`src/rtl/fetch_unit.sv`:
```
// Instruction fetch stage: owns the PC, issues one outstanding imem request at a time,
// and hands the fetched word to decode. Optional consumption counter: FETCH_PERF_CNT_EN.
module fetch_unit #(
  parameter logic [31:0] RESET_PC = 32'h0000_0000
) (
  input  logic        i_clk,
  input  logic        i_rst_n,
  input  logic        i_stall,
  input  logic        i_branch,
  input  logic [31:0] i_branchOffset,
  input  logic        i_jump,
  input  logic [25:0] i_jumpIndex,
  output logic        o_imemReq,
  output logic [31:0] o_imemAddr,
  input  logic        i_imemAck,
  input  logic [31:0] i_imemData,
  output logic [31:0] o_instrCode,
  output logic [31:0] o_pc,
  output logic [31:0] o_pcPlus4,
  output logic        o_valid
`ifdef FETCH_PERF_CNT_EN
  ,
  output logic [31:0] o_fetchCount
`endif
);

  typedef enum logic [1:0] {
    S_IDLE = 2'd0,
    S_REQ  = 2'd1,
    S_HOLD = 2'd2
  } state_t;

  state_t      r_state;
  state_t      w_state_next;
  logic [31:0] r_pc;
  logic [31:0] r_instr;
  logic [31:0] w_pc4;
  logic [31:0] w_offset_bytes;
  logic [31:0] w_next_pc;
  logic        w_capture;
  logic        w_consume;

  always_ff @(posedge i_clk or negedge i_rst_n) begin
    if (!i_rst_n) begin
      r_state <= S_IDLE;
    end else begin
      r_state <= w_state_next;
    end
  end

  always_comb begin
    w_state_next = r_state;
    w_capture    = 1'b0;
    w_consume    = 1'b0;
    o_imemReq    = 1'b0;
    o_valid      = 1'b0;
    case (r_state)
      S_IDLE: begin
        w_state_next = S_REQ;
      end
      S_REQ: begin
        o_imemReq = 1'b1;
        if (i_imemAck) begin
          w_capture    = 1'b1;
          w_state_next = S_HOLD;
        end
      end
      S_HOLD: begin
        o_valid = 1'b1;
        if (!i_stall) begin
          w_consume    = 1'b1;
          w_state_next = S_REQ;
        end
      end
      default: begin
        w_state_next = S_IDLE;
      end
    endcase
  end

  // Redirect target; jump takes priority over branch, everything wraps mod 2^32.
  assign w_pc4          = r_pc + 32'd4;
  assign w_offset_bytes = i_branchOffset << 2;

  always_comb begin
    w_next_pc = w_pc4;
    if (i_jump) begin
      w_next_pc = {w_pc4[31:28], i_jumpIndex, 2'b00};
    end else if (i_branch) begin
      w_next_pc = w_pc4 + w_offset_bytes;
    end
  end

  always_ff @(posedge i_clk or negedge i_rst_n) begin
    if (!i_rst_n) begin
      r_pc    <= RESET_PC;
      r_instr <= 32'd0;
    end else begin
      if (w_capture) begin
        r_instr <= i_imemData;
      end
      if (w_consume) begin
        r_pc <= w_next_pc;
      end
    end
  end

  assign o_imemAddr  = r_pc;
  assign o_pc        = r_pc;
  assign o_pcPlus4   = w_pc4;
  assign o_instrCode = r_instr;

`ifdef FETCH_PERF_CNT_EN
  logic [31:0] r_fetch_count;

  always_ff @(posedge i_clk or negedge i_rst_n) begin
    if (!i_rst_n) begin
      r_fetch_count <= 32'd0;
    end else if (w_consume) begin
      r_fetch_count <= r_fetch_count + 32'd1;
    end
  end

  assign o_fetchCount = r_fetch_count;
`endif

endmodule
```
`config.mk`:
```
export PLATFORM = sky130hd
export DESIGN_NAME = fetch_unit
export DESIGN_NICKNAME = d
export VERILOG_FILES = /design/src/rtl/fetch_unit.sv
export SDC_FILE = /design/constraint.sdc
export NUM_CORES = 1
export LEC_CHECK = 0
export CORE_UTILIZATION = 35
export DETAILED_ROUTE_END_ITERATION = 10
export DONT_BUFFER_PORTS = 1
export GPL_TIMING_DRIVEN = 0
export PLACE_DENSITY = 0.47
export SYNTH_ARGS = -nofsm -noshare
export SYNTH_HDL_FRONTEND = slang
export SYNTH_SLANG_ARGS = --single-unit
```
`constraint.sdc`:
```
create_clock -name i_clk -period 5.45 [get_ports i_clk]
set_clock_uncertainty 0.15 [all_clocks]
set_input_delay 1.09 -clock i_clk [delete_from_list [all_inputs] [get_ports i_clk]]
set_output_delay 1.09 -clock i_clk [all_outputs]
set_load 0.02 [all_outputs]
```
==> results by stage, run 1 <==
Outcome:
- The run finished with clean final reports.

Setup path:
- Data on the critical path arrives at its endpoint at 5.22 ns.
- The critical path is of the flop to flop type.
- The minimum setup slack among reg-to-reg paths is 0.34 ns.
- The largest incremental delay on the critical path is 0.56 ns.
- Along the worst path, the maximum fanout reaches 7.
- The worst setup path is launched from a flop.
- Counting cells, the worst reg-to-reg path comes to 17.
- The type of element capturing the critical path is a flop.
- Data on the critical path is required at its endpoint by around 5.6 ns.
- The critical path goes through ha_1, nand2_1, nor2_1, and3_1, nand3_1, nor2_1, xor2_1, ha_1, a21oi_1, o211ai_1, a211oi_1, o211ai_1, a311oi_1, o21ai_0, a21o_1, a41o_1, nand4_1.
- Among all stages on the critical path, the largest delay is contributed by dfrtp_1.

Detailed routing:
- The count of vias placed by the detailed router is approximately 4700.
- Dividing the detail-routed via count by the number of cells gives 5.62.
- The wire length after detailed routing is 17700 um.
- The final routed wire length divided by cell count is ~21 um.
- For this run, design rule violations remaining after detail routing come to 0.
- The number of iterations in the first detailed-routing pass is 5.
- The count of antenna-violating nets left after detailed routing is 0.
- For this block, the initial DRC count from the detailed router was 240.

Synthesis:
- The synthesized netlist cell count is 628.
- The cell taking the most area after synthesis is dfrtp_1.
- The most used flip-flop cell after synthesis is dfrtp_1.
- Summing every instance area after synthesis gives about 5400 sq um.
- The share of the Yosys chip area taken by registers is 0.299.
- The register bit count reported by yosys is 64.
- Yosys mapped the design onto 63 distinct sky130hd cell types.
- The number of warnings issued by yosys is 0.
- After synthesis, the cell types taking the most area are dfrtp_1, ha_1, mux2_2.
- The fraction of registers with async set or reset after synthesis is 1.00.
- Of the post-synthesis cell area, the dominant cell type holds 0.299.
- The post-synthesis area per instance is 8.54 sq um.
- The count of flip-flops with a built-in enable after synthesis is 0.

Clock tree:
- The buffer depth of the longest clock path is 2.
- After clock tree synthesis, the setup repair step added 0 buffers.
- The clock reaches the later pin of the worst-skew pair after 0.33 ns.
- The number of levels the H-tree was split into is 3.
- The post-cts hold buffer count is 0.
- The clock-pin slew on the worst setup and hold paths is 0.06 ns.
- The master cell of the clock root buffer is clkbuf_16.
- Buffers inserted during clock tree synthesis total 9.
- Counting every sink on the clock net gives 64.
- The clock tree from TritonCTS is built.
- Once the clock tree was built, the resizer swapped 0 gates to a different size.

STA:
- The worst-case headroom to the max-slew limit is 0.376.
- Of the available clock period, the critical path in the final layout requires 0.937.
- The setup total negative slack is 0 ns.
- The number of hold-slack violations in the final timing report was 0.
- At the pin with the least slew margin, the transition time is 0.930 ns.
- Setup repair after global routing left no endpoint under its margin.
- Setup violations remaining at the end of the flow were counted as 0.
- The max-slew violation count is 0.
- Static timing analysis puts the maximum clock frequency at slightly below 0.2 GHz.
- The clock period could shrink to 5.11 ns.

Final layout:
- The area growth from synthesis to layout is 11.0%.
- The library cell used most frequently in the layout, excluding fill and tap cells, is dfrtp_1.
- The core utilization of the finished layout is 0.403.
- The number of inserted diodes is 0.
- The post-layout net count is 777.
- The fraction of final layout cells sized beyond drive strength 1 is 0.156.
- In the layout the commonest cells are dfrtp_1, nand2_1, a21oi_1, nor2_1.

Global routing:
- The number of antenna violations at the first check in global routing came to 0.
- The sum of overflow across all layers after global routing is 0.
- The total routing usage reported by global routing is 0.223.
- The largest net degree at the start of global routing is 65.
- The first global-routing pass estimated around 27000 um of wire.
- The number of global-route vias before repair is around 4700.

Die:
- The core region is 14800 sq um.
- The site row count is 44.
- For this design the top-level I/O count stands at roughly 230.
- The floorplan step defined a die boundary enclosing 15800 sq um.
- The starting utilization of the core area is 0.363.
- The horizontal extent of the die is 126 um.
- From bottom edge to top edge, the die measures 126 um.

Placement:
- The count of buffers inserted at the top-level ports is 0.
- Summed over all nets, the half-perimeter wirelength after detailed placement is 13700 um.
- The placer congestion estimate is 0.867.

Pwr:
- For this design the static power due to leakage is 2.65 nW.
- The worst IR drop on VDD is approximately 0.3 mV.
- The total power per unit cell area is 680 nW/um^2.

Job:
- The tool flagged a number of max-cap violations equal to 0.

Worst hold path:
- The worst hold path belongs to the class primary input to async pin.
registers in the layout (all words and copies together) (netlist names):
| register | flops |
|---|---|
| o_instrCode | 32 |
| r_state | 2 |
| o_imemAddr | 30 |
through the flow:
step | cells | hold slack, ns | setup slack [ns] | cell area [sq um] | total power [mW]
2_1_floorplan | 633 | 0.343 | 1.42 | 5380 | 2.92
3_3_place_gp | 817 | 0.367 | 0.321 | 5610 | 3.38
3_5_place_dp | 817 | 0.378 | 0.294 | 5610 | 3.40
4_1_cts | 833 | 0.290 | 0.272 | 5950 | 4.08
5_1_grt | 833 | 0.283 | 0.0390 | 5950 | 4.33
6_report | 833 | 0.300 | 0.345 | 5950 | 4.05
worst max-delay path, delay by kind of cell, from the launching register on:
family / cells / cell delay (ns)
AOI/OAI and AO/OA: 8 / 1.76
xor gates and xnor gates: 1 / 0.55
adders and majority gates: 2 / 0.75
and+or+nand+nor: 6 / 1.26
DFF: 1 / 0.56
cells by family after synthesis:
| group | count (synthesis) | synth area share |
|---|---|---|
| adders and majority gates | 37 | 0.0877 |
| and+or+nand+nor | 184 | 0.164 |
| buffers and inverters | 81 | 0.0845 |
| xor gates and xnor gates | 50 | 0.0817 |
| AOI/OAI and AO/OA | 173 | 0.203 |
| DFF | 64 | 0.299 |
| other | 1 | 0.000699 |
| muxes | 38 | 0.0791 |
routing by layer:
layer | share of wire | global-route usage | vias to the layer above
met5 | 0 | 0 | -
met4 | 0.0080 | 0.0404 | 0
met3 | 0.055 | 0.0506 | 11
met2 | 0.51 | 0.396 | 164
met1 | 0.43 | 0.276 | 2254
li1 | - | - | 2250
synth_stat cells (all sizes together) (2+ instances only):
| library cell | instances |
|---|---|
| dfrtp | 64 |
| nand2 | 62 |
| a21oi | 54 |
| nor2 | 47 |
| buf | 41 |
| ha | 36 |
| mux2 | 35 |
| o21ai | 34 |
| xnor2 | 30 |
| clkbuf | 26 |
| nand3 | 21 |
| a21o | 20 |
| xor2 | 20 |
| and3 | 14 |
| inv | 14 |
| a211oi | 9 |
| a31oi | 9 |
| o22ai | 9 |
| nor3 | 8 |
| nand4 | 7 |
| o211ai | 6 |
| nor2b | 5 |
| nand2b | 4 |
| o31ai | 4 |
| a221oi | 3 |
| and4 | 3 |
| mux2i | 3 |
| nor4 | 3 |
| o21bai | 3 |
| a211o | 2 |
| a31o | 2 |
| a41oi | 2 |
| and2 | 2 |
| o32ai | 2 |
| or3 | 2 |
| or4 | 2 |
worst paths after layout:
kind                                                start                          to
worst min-delay path                              i_rst_n  o_imemAddr[30]$_DFFE_PN0P_
min in group i_clk                 r_state[0]$_DFFE_PN0P_      r_state[0]$_DFFE_PN0P_
worst max register to register  o_imemAddr[2]$_DFFE_PN0P_  o_imemAddr[31]$_DFFE_PN0P_
worst max-delay path            o_imemAddr[2]$_DFFE_PN0P_  o_imemAddr[31]$_DFFE_PN0P_
worst min register to register     r_state[0]$_DFFE_PN0P_      r_state[0]$_DFFE_PN0P_
max in group asynchronous                         i_rst_n   o_imemAddr[7]$_DFFE_PN0P_
area by class of cell:
type	count	area [sq um]
Buffer	67	400
Clock buffer	12	267
Clock inverter	4	75.1
Fill cell	1569	8800
Inverter	14	52.6
Multi-Input combinational cell	488	3330
Sequential cell	64	1600
Tap cell	184	230
where the power goes:
part           internal, mW  leakage (nW)  total, mW  switching (mW)
combinational         0.841          1.73       2.13            1.29
clock                 0.438         0.161      0.659           0.221
sequential            0.700         0.755       1.26           0.561
total                  1.98          2.65       4.05            2.07
No activity file was read; power rests on OpenSTA's default activity.
==> inputs of run 2 (changes only) <==
==> constraint.sdc (replaced) <==
create_clock -name i_clk -period 5.45 [get_ports i_clk]
set_clock_uncertainty 0.15 [all_clocks]
set_input_delay 0.545 -clock i_clk [delete_from_list [all_inputs] [get_ports i_clk]]
set_output_delay 0.545 -clock i_clk [all_outputs]
set_load 0.02 [all_outputs]
==> results by stage, run 2 (synthesis results as in run 1) <==
Final layout:
- The number of inserted diodes is 0.
- The number of fill cells in the layout is 1567.
- The top cell types in the final layout, fill and taps aside, are dfrtp_1, nand2_1, a21oi_1, nor2_1.
- The most common cell after layout, fill and taps aside is dfrtp_1.
- The sequential cell area in the final layout is 1600 sq um.
- The layout overhead on the synthesized area is 11.7%.
- The flip-flop count of the largest register after layout is 32.
- The footprint of the multi-input gates is 3330 sq um.
- The post-layout net count is 779.
- In the final layout, the share of cells above drive strength 1 is 0.157.

Detailed routing:
- The final layout contains routed wiring with a total length of 17800 um.
- Dividing the detail-routed wire length by the instance count gives 21.3 um.
- The count of vias placed by the detailed router is 4709.
- The count of nets left with antenna violations once routing finished came out at 0.
- The post-route DRC violation count is 0.
- The via density per instance is approximately 5.6.
- The number of design-rule violations left by the first detailed-router iteration is 251.
- Before antenna repair, the detailed router went through 4 iterations.

Placement:
- The placer congestion estimate is 0.867.
- The half-perimeter wire length of the detailed placement result is 13700 um.
- In this run the tool buffered the top-level ports with 0 buffer cells.

Setup path:
- STA puts the critical path data required time at 5.56 ns.
- Counting both buffers and inverters, the worst setup path holds a total of 0.
- The type of element capturing the critical path is a flop.
- The type of origin of the critical path is a flop.
- The category of the critical setup timing path is flop to flop.
- Walking the worst path, the cells encountered are ha_1, nand2_1, nor2_1, and3_1, nand3_1, nor2_1, xor2_1, ha_1, a21oi_1, o211ai_1, a211oi_1, o211ai_1, a311oi_1, o21ai_0, a21o_1, a41o_1, nand4_1.
- The largest individual stage delay along the critical path comes from the cell dfrtp_1.
- For the worst setup path, the data arrival time is 5.23 ns.
- The largest fanout on the critical path is 7.
- The family with the most delay on the worst path is compound AO/OA/AOI/OAI gates.
- On the worst path, the slowest cell contributes a delay of 0.55 ns.

Global routing:
- The number of antenna violations at the first check in global routing is 0.
- The number of global-route vias before repair is 4684.
- The first-pass GRT wire length is 26900 um.
- The total routing usage reported by global routing is 0.223.
- The sum of overflow across all layers after global routing is 0.
- Entering global routing, the biggest net connects 65 pins.

Pwr:
- The share of total power dissipated in sequential elements is 0.310.
- The switching share of power is 0.512.
- Summed over all cells, the static leakage comes to 2.66 nW.
- The total power per unit cell area is 678 nW/um^2.
- The internal cell power is 1.98 mW.
- Summed over all nets, the switching power comes to 2.08 mW.
- The share of power burned in combinational logic is 0.528.
- The worst IR drop on VDD is 0.297 mV.
- The clock network fraction of design power is 0.162.

Die:
- In this run the horizontal extent of the chip is around 130 um.
- The chip height is 126 um.
- The initial utilization of the core area, before any placement, comes to 0.363.
- The die covers roughly 16000 sq um.
- The floorplan has 44 rows.
- In this run the count of I/O pins placed on the die edge is 226.
- The core region is 14800 sq um.

Clock tree:
- Gates resized during post-CTS repair numbered 0.
- The latest clock arrival within the worst-skew pair is 0.33 ns.
- The clock tree from TritonCTS is built.
- TritonCTS created 9 clock buffers.
- The clock tree synthesis step divided the H-tree into 3 levels.
- The tree is rooted in a clkbuf_16.
- The buffer depth of the longest clock path is 2.
- The number of clock sinks is 64.
- After clock tree synthesis, the clock-pin slew on the worst setup and hold paths is approximately 0.060 ns.

Worst hold path:
- The class of the most critical hold timing path is primary input to flop.

Outcome:
- The flow ran to the end, and the final reports show no timing, DRC or antenna violations.

STA:
- Measured against its own limit, the worst slew margin works out to 0.371.
- The number of hold-slack violations in the final timing report is 0.
- Setup violations remaining at the end of the flow were counted as 0.
- The routed design could run at a clock period as short as between 5 and 6 ns.
- The final-layout worst hold slack is approximately 0.16 ns.
- After routing, the total negative slack on setup checks comes to 0 ns.
- The final cycle utilization of the critical path is 0.939.
- Setup repair after global routing left no endpoint under its margin.
- The top achievable clock speed is 0.195 GHz.
- The max-slew violation count came to 0.
- For the pin with the worst max-slew slack, the measured transition is 0.937 ns.

Job:
- Max-cap violations in this run came to 0.
[run 2: final cells by class]
class | instances | share of cell area
Buffer | 67 | 0.0668
Clock buffer | 12 | 0.0445
Clock inverter | 4 | 0.0125
Inverter | 14 | 0.00877
Multi-Input combinational cell | 488 | 0.555
Sequential cell | 64 | 0.267
Tap cell | 184 | 0.0384
Timing Repair Buffer | 2 | 0.00627
[run 2: power by group through the flow]
stage / Combinational (mW) / Clock, mW / Sequential, mW
detailed placement: 2.13 / 0 / 1.27
global placement: 2.11 / 0 / 1.27
CTS: 2.15 / 0.673 / 1.26
finish: 2.14 / 0.659 / 1.26
floorplan: 1.75 / 0 / 1.17
global route: 2.36 / 0.695 / 1.29
[run 2: per-stage QoR]
stage | area, sq um | std cells | total power, mW | setup slack, ns | utilization
floorplan | 5380 | 633 | 2.92 | 1.42 | -
global placement | 5610 | 817 | 3.38 | 0.321 | 0.380
detailed placement | 5610 | 817 | 3.40 | 0.294 | 0.380
CTS | 5990 | 835 | 4.09 | 0.272 | 0.406
global route | 5990 | 835 | 4.35 | 0.0390 | 0.406
finish | 5990 | 835 | 4.06 | 0.332 | 0.406
[run 2: repair_timing]
action | 4_1_cts | 5_1_grt
endpoints found under the hold margin | 64 | 0
hold buffers | 2 | 0
setup buffers | 0 | 0
[run 2: path summary, 6_finish.rpt]
| kind | to | slack (ns) | cells past startpoint | start |
|---|---|---|---|---|
| hold reg to reg | r_state[0]$_DFFE_PN0P_ | 0.39 | 1 | r_state[0]$_DFFE_PN0P_ |
| hold / removal | r_state[0]$_DFFE_PN0P_ | 0.16 | 1 | i_stall |
| setup reg to reg | o_imemAddr[31]$_DFFE_PN0P_ | 0.33 | 17 | o_imemAddr[3]$_DFFE_PN0P_ |
| max in group asynchronous | o_imemAddr[5]$_DFFE_PN0P_ | 4.23 | 2 | i_rst_n |
| setup / recovery | o_imemAddr[31]$_DFFE_PN0P_ | 0.33 | 17 | o_imemAddr[3]$_DFFE_PN0P_ |
| min in group asynchronous | o_imemAddr[30]$_DFFE_PN0P_ | 0.58 | 2 | i_rst_n |
[run 2: worst reg2reg max path, cell delays in order (launching register included)]
cell and delay (ns):
dfrtp_1 0.55, ha_1 0.31, nand2_1 0.10, nor2_1 0.37
and3_1 0.31, nand3_1 0.22, nor2_1 0.17, xor2_1 0.55
ha_1 0.44, a21oi_1 0.18, o211ai_1 0.12, a211oi_1 0.19
o211ai_1 0.23, a311oi_1 0.47, o21ai_0 0.20, a21o_1 0.23
a41o_1 0.20, nand4_1 0.08
[run 2: per-layer routing]
| metal | share of wire | global-route usage | vias up | wire [um] |
|---|---|---|---|---|
| met5 | 0 | 0 | - | 0 |
| met1 | 0.43 | 0.280 | 2298 | 7600 |
| met4 | 0.0015 | 0.0340 | 0 | 26 |
| li1 | - | - | 2261 | - |
| met3 | 0.066 | 0.0497 | 2 | 1170 |
| met2 | 0.51 | 0.398 | 148 | 8970 |
